File: src/rtl/serial_adder_ctrl.sv
// Bit-serial adder controller: A+B+CI computed LSB first through one full adder, one bit per clock.
// Optional subtract mode (adds port sub, computes A-B) is enabled by defining SERIAL_ADDER_SUB_EN.

module serial_adder_fa (
  input  logic a,
  input  logic b,
  input  logic cin,
  output logic s,
  output logic cout
);
  assign s    = a ^ b ^ cin;
  assign cout = (a & b) | (cin & (a ^ b));
endmodule

module serial_adder_ctrl #(
  parameter int unsigned N = 8
) (
  input  logic         clk,
  input  logic         rst,
  input  logic         start,
  input  logic [N-1:0] a,
  input  logic [N-1:0] b,
  input  logic         ci,
`ifdef SERIAL_ADDER_SUB_EN
  input  logic         sub,
`endif
  output logic         busy,
  output logic         done,
  output logic [N-1:0] y,
  output logic         co
);
  localparam int unsigned CW = $clog2(N + 1);

  typedef enum logic [1:0] {IDLE, RUN, FIN} state_t;

  state_t         state;
  logic [N-1:0]   a_sr;
  logic [N-1:0]   b_sr;
  logic [N-1:0]   res_sr;
  logic           carry;
  logic [CW-1:0]  cnt;
  logic           sum_c;
  logic           cout_c;
  logic [N-1:0]   b_load_c;
  logic           c_load_c;

  // Subtraction is A + ~B + 1, so only the B and carry load values differ.
`ifdef SERIAL_ADDER_SUB_EN
  assign b_load_c = sub ? ~b : b;
  assign c_load_c = sub ? 1'b1 : ci;
`else
  assign b_load_c = b;
  assign c_load_c = ci;
`endif

  serial_adder_fa u_fa (
    .a    (a_sr[0]),
    .b    (b_sr[0]),
    .cin  (carry),
    .s    (sum_c),
    .cout (cout_c)
  );

  always_ff @(posedge clk or posedge rst) begin
    if (rst) begin
      state  <= IDLE;
      a_sr   <= '0;
      b_sr   <= '0;
      res_sr <= '0;
      carry  <= 1'b0;
      cnt    <= '0;
      busy   <= 1'b0;
      done   <= 1'b0;
      y      <= '0;
      co     <= 1'b0;
    end else begin
      done <= 1'b0;
      case (state)
        IDLE: begin
          if (start) begin
            a_sr  <= a;
            b_sr  <= b_load_c;
            carry <= c_load_c;
            cnt   <= '0;
            busy  <= 1'b1;
            state <= RUN;
          end
        end
        RUN: begin
          // Sum bits enter from the MSB side so bit 0 lands at index 0 after N shifts.
          res_sr <= {sum_c, res_sr[N-1:1]};
          carry  <= cout_c;
          a_sr   <= a_sr >> 1;
          b_sr   <= b_sr >> 1;
          cnt    <= cnt + CW'(1);
          if (cnt == CW'(N - 1)) begin
            busy  <= 1'b0;
            state <= FIN;
          end
        end
        FIN: begin
          y     <= res_sr;
          co    <= carry;
          done  <= 1'b1;
          state <= IDLE;
        end
        default: begin
          busy  <= 1'b0;
          state <= IDLE;
        end
      endcase
    end
  end
endmodule

File: config.mk
export PLATFORM = sky130hd
export DESIGN_NAME = serial_adder_ctrl
export DESIGN_NICKNAME = d
export VERILOG_FILES = /design/src/rtl/serial_adder_ctrl.sv
export SDC_FILE = /design/constraint.sdc
export NUM_CORES = 1
export LEC_CHECK = 0
export ABC_AREA = 1
export CAP_MARGIN = 10
export CORE_UTILIZATION = 45
export CTS_CLUSTER_DIAMETER = 50
export CTS_CLUSTER_SIZE = 25
export DETAILED_ROUTE_END_ITERATION = 10
export DONT_BUFFER_PORTS = 1
export SLEW_MARGIN = 15
export SYNTH_ARGS = -nofsm -noshare
export SYNTH_HDL_FRONTEND = slang
export SYNTH_SLANG_ARGS = --single-unit
File: constraint.sdc
create_clock -name clk -period 3.2 [get_ports clk]
set_input_delay 0.48 -clock clk [delete_from_list [all_inputs] [get_ports clk]]
set_output_delay 0.48 -clock clk [all_outputs]
set_load 0.01 [all_outputs]
Word level (Yosys, flattened, before mapping)
Cells that the tools add are included.
- register bits: 42
- bits in latches: 0
- memory bits (writable): 0
- memory bits (read-only): 0
- input bits: 20
- output and inout port bits: 11
- logic and storage cells: 42
- memories kept: 0
- $add $sub $neg: 1
- $mul: 0
- div/mod/pow operators: 0
- order comparisons: 0
- equality and inequality tests: 5
- shifts and indexed selects: 0
- multiplexer cells: 15
- bitwise gates (word level): 6
- reductions and logical operators: 5
- operators by type and width (operator ; count):
    case mux 8 bit (2 select lines) ; 2
    2-to-1 mux 8 bit ; 2
    case mux 4 bit (2 select lines) ; 1
    adder 4 x 1 -> 4 bit (second input constant) ; 1
    equality test 4 x 3 -> 1 bit (second input constant) ; 1
    2-to-1 mux 1 bit ; 4
    2-to-1 mux 2 bit ; 2
    2-to-1 mux 4 bit ; 1
    != test 2 bit (second input constant) ; 2
    case mux 2 bit (2 select lines) ; 1
    AND reduction 2 bit ; 2
    case mux 1 bit (3 select lines) ; 1
    AND reduction 3 bit ; 1
    AND 1 bit ; 2
    equality test 2 x 1 -> 1 bit (second input constant) ; 1
    equality test 2 bit (second input constant) ; 1
    zero test 2 bit ; 1
    case mux 1 bit (2 select lines) ; 1
    nonzero test 2 bit ; 1
    XOR 1 bit ; 2
    NOT 1 bit ; 1
    bitwise OR 1 bit ; 1

Longest topological paths before layout
- depth in word-level cells: 4
- depth in mapped cells: 7
- gate-level depth less buffers: 6

Hierarchy
A second synthesis with hierarchy kept.
- cells, all modules: 199
- area, all modules: 1761.7 µm²
- modules (own cells, without submodules) (module ; times used ; cells an instance ; area an instance (µm²) ; seq. area each (µm²)):
    serial_adder_ctrl ; 1 ; 198 ; 1741.7 ; 1051.0
    serial_adder_fa ; 1 ; 1 ; 20.0 ; 0.0

Worst setup path before layout
No wires, ideal clock.
- path kind: reg-to-reg
- from: reg carry
- to: reg res_sr[7]
- library setup time: 0.126 ns
- arrival: 0.972 ns
- data required time: 3.074 ns
- setup slack: 2.102 ns
- cell stages (with the launch flop): 4
- buffers on the path: 0
- period minus slack after synthesis: 1.098 ns
- cells stage by stage: dfrtp_1 > fa_1 > nand2_1 > o21ai_0
- word-level cells in the longest chain between the ends: 1
- ends and longest elaborated chain (element ; line ; source):
    start, declared ; 40 ; logic carry;
    start signal, assigned ; 83 ; carry <= c_load_c;
    start signal, assigned ; 92 ; carry <= cout_c;
    XOR 1 bit ; 11 ; assign s = a ^ b ^ cin;
    net sum_c ; 42 ; logic sum_c;
    end signal, assigned ; 91 ; res_sr <= {sum_c, res_sr[N-1:1]};
    end, declared ; 39 ; logic [N-1:0] res_sr;
The timed path passes the listed nets, and every way through them passes these cells.
A chain may end at the register's enable or synchronous reset.

Worst setup path after layout
- from: reg state[1]
- to: reg carry
- word-level cells in the longest chain between the ends: 3
- elaborated cells between the ends (all ways): 6
- those cells by class: eq/ne: 2; mux: 1; reduce/logical: 3
- ends and longest elaborated chain (element ; line ; source):
    start, declared ; 36 ; state_t state;
    start signal, assigned ; 66 ; state <= IDLE;
    start signal, assigned ; 86 ; state <= RUN;
    start signal, assigned ; 98 ; state <= FIN;
    equality test 2 x 1 -> 1 bit or zero test 2 bit (tied branches) ; 78 ; case (state)
    nonzero test 2 bit (no line) or != test 2 bit (tied branches) ; n/a ;
    AND reduction 2 bit (no line) ; n/a ;
Several ways; a longest one is shown, not always the timed one.

==> flow_metrics.tcl <==
set metrics [dict create \
    grt_use_met2_pct 27.8 \
    gr-total-overflow 0 \
    drv_cap 0 \
    synth_cells 199 \
    clock_sinks 42 \
    ys_seq_elements 42 \
    clock.fmax_ghz 0.583 \
    synth_most_common_cell "nand2_1" \
    antenna_found_initial 0 \
    crit_required_ns 3.37 \
    hold_viol_final 0 \
    n_antenna_cell 0 \
    pwr-share-clk_pct 26.5 \
    p_comb_share_pct 26.2 \
    fin_setup_tns_ns 0 \
    syn_to_final_growth_pct 9.38 \
    dr.pass1.iters 4 \
    synth_top_cells_by_count "nand2_1 (68), dfrtp_1 (42), nand3_1 (37)" \
    wl_per_cell_um 12.7 \
    sequentialPowerShare_pct 47.3 \
    synth_top_area_share_pct 59.7 \
    wl_mm 3.15 \
    syn_area_um2 1760 \
    slowest_delay_ns 0.81 \
    drtIter0Drc 88 \
    gp_congestion 0.780 \
    hold_path.class "in2async" \
    use_met1_pct 21.0 \
    synth_top_flop_cell "dfrtp_1" \
    min_period_over_period_pct 53.6 \
    ioPinCount 31 \
    power.density_nw_per_um2 998 \
    portBuffers 0 \
    grt_max_degree 40 \
    cp_num_buf_inv 1 \
    synth_area_per_cell_um2 8.85 \
    crit_top_cell "nand2_1" \
    viasPerCell 5.17 \
    leakagePower_nw 0.964 \
    drive_gt1_share_pct 6.03 \
    worstPathArrival_ns 1.89 \
    grt_pass1_vias 1227 \
    met3_usage_pct 5.81 \
    worstMarginPinSlew_ns 1.11 \
    drcViolationCount 0 \
    initial_utilization_pct 47.4 \
    cp_top_family "simple AND/OR/NAND/NOR gates" \
    synth_cell_type_count 16 \
    cts_resized 0 \
    start_kind "flop" \
    cts_inserted_buffers 5 \
    synth-edff-count 0 \
    period_minus_slack_ns 1.72 \
    dp_hpwl_mm 2.10 \
    ys_seq_area_share_pct 59.7 \
    syn_nets 221 \
    async_reset_ff_share_pct 100 \
    cp-end-kind "flop" \
    ys_warn_count 0 \
    cts_hold_buf 0 \
    finalNetCount 220 \
    grt_first_pass_wirelength_mm 5.42 \
    dieArea_um2 4170 \
    p_switching_w 0.000665 \
    skew_ns 0.00549 \
    setup_violations 0 \
    cts_tree "yes" \
    vias 1278 \
    worst_ir_drop_vdd_mv 0.456 \
    die_w_um 64.6 \
    crit_path_cell_trace "inv_1 > nand2_1 > nand2_1 > nand2_1 > o21ai_0" \
    clk_pin_slew_ns 0.08 \
    htreeDepth 2 \
    yosysTopAreaCell "dfrtp_1" \
    slowest_stage "nand2_1" \
    status "completed" \
    cp_max_fo 39 \
    cts_setup_buffers 0 \
    rows 22 \
    busiest_layer "met2" \
    relSlewSlack_pct 25.8 \
    antenna_left 0 \
    cts-root-buf "clkbuf_8" \
    final_max_slew_viol_count 0 \
    dieHeight_um 64.6 \
    core-area_um2 3720 \
    synthTopCellsByArea "dfrtp_1 (60%), nand2_1 (14%), nand3_1 (11%), o21ai_0 (4.8%), inv_1 (3.0%)" \
    internal_power_w 0.00126 \
    clock_latency_ns 0.29 \
    power_w 0.00192 \
    crit_type "reg2reg" \
    power.share.switching_pct 34.6 \
    grt_use_total_pct 17.1 \
    clk_path_buf_depth 2 \
    rsz0062_at_grt "no" \
]
## cells in the final DEF, fill, tap and decap left out, drive strengths merged
cell    synthesis  routed
nand2          69      69
dfrtp          42      42
nand3          37      37
o21ai          17      17
inv            14      14
clkbuf          2       6
nor2            5       5
bufinv          0       2
buf             8       2
nand4           1       1
a21oi           1       1
xnor2           1       1
fa              1       1
ha              1       1
## layer usage
metal | wire [um] | part of all wire (%) | vias up
met5 | 0 | 0 | -
met4 | 52 | 1.7 | 0
met3 | 212 | 6.7 | 6
met2 | 1500 | 48 | 37
met1 | 1390 | 44 | 601
li1 | - | - | 634
## kinds of logic after synthesis
family / synth area share (%)
compound gates: 5.11
xor+xnor: 0.497
fa+ha+maj: 1.85
buf+inv: 5.97
flops: 59.7
simple gates: 26.9
## through the flow
| stage | worst slack [ns] | cells | hold WS, ns | util, % | cell area [um2] |
|---|---|---|---|---|---|
| finish | 1.48 | 247 | 0.301 | 51.9 | 1930 |
| global route | 1.30 | 247 | 0.309 | 51.9 | 1930 |
| CTS | 1.49 | 247 | 0.294 | 51.9 | 1930 |
| detailed placement | 1.51 | 239 | 0.472 | 48.0 | 1780 |
| global placement | 1.58 | 239 | 0.463 | 48.0 | 1780 |
| floorplan | 1.75 | 199 | 0.442 | - | 1760 |
## final timing paths
path	start	to	slack, ns	depth (start not counted)
setup / recovery	state[1]$_DFFE_PP0P_	carry$_DFFE_PP0P_	1.48	5
hold / removal	rst	y[4]$_DFFE_PP0P_	0.30	1
setup reg to reg	state[1]$_DFFE_PP0P_	carry$_DFFE_PP0P_	1.48	5
hold reg to reg	res_sr[3]$_DFFE_PP0P_	res_sr[3]$_DFFE_PP0P_	0.49	2
max in group asynchronous	rst	a_sr[6]$_DFFE_PP0P_	2.12	2
min in group clk	a[7]	a_sr[7]$_DFFE_PP0P_	0.30	2
## registers in the layout (all words and copies together), names as in the netlist
signal  cells
a_sr        8
b_sr        8
res_sr      8
y           8
cnt         4
state       2
busy        1
carry       1
co          1
done        1
## final cells by class
class,count,area (um2)
clock buffers,6,82.6
inverters,14,52.6
repair buffers,2,15.0
flip-flops and latches,42,1050
clock inverters,2,60.1
well taps,48,60.1
multi-input cells,133,606
fillers,373,1790
## power groups by stage
| stage | Clock, W | Combinational (W) | Sequential, W |
|---|---|---|---|
| after floorplan | 0 | 0.000435 | 0.000881 |
| after global placement | 0 | 0.000488 | 0.000909 |
| after detailed placement | 0 | 0.000508 | 0.000920 |
| after CTS | 0.000522 | 0.000512 | 0.000910 |
| after global routing | 0.000540 | 0.000602 | 0.000937 |
| final | 0.000511 | 0.000503 | 0.000909 |
(Power assumes the default switching activity.)
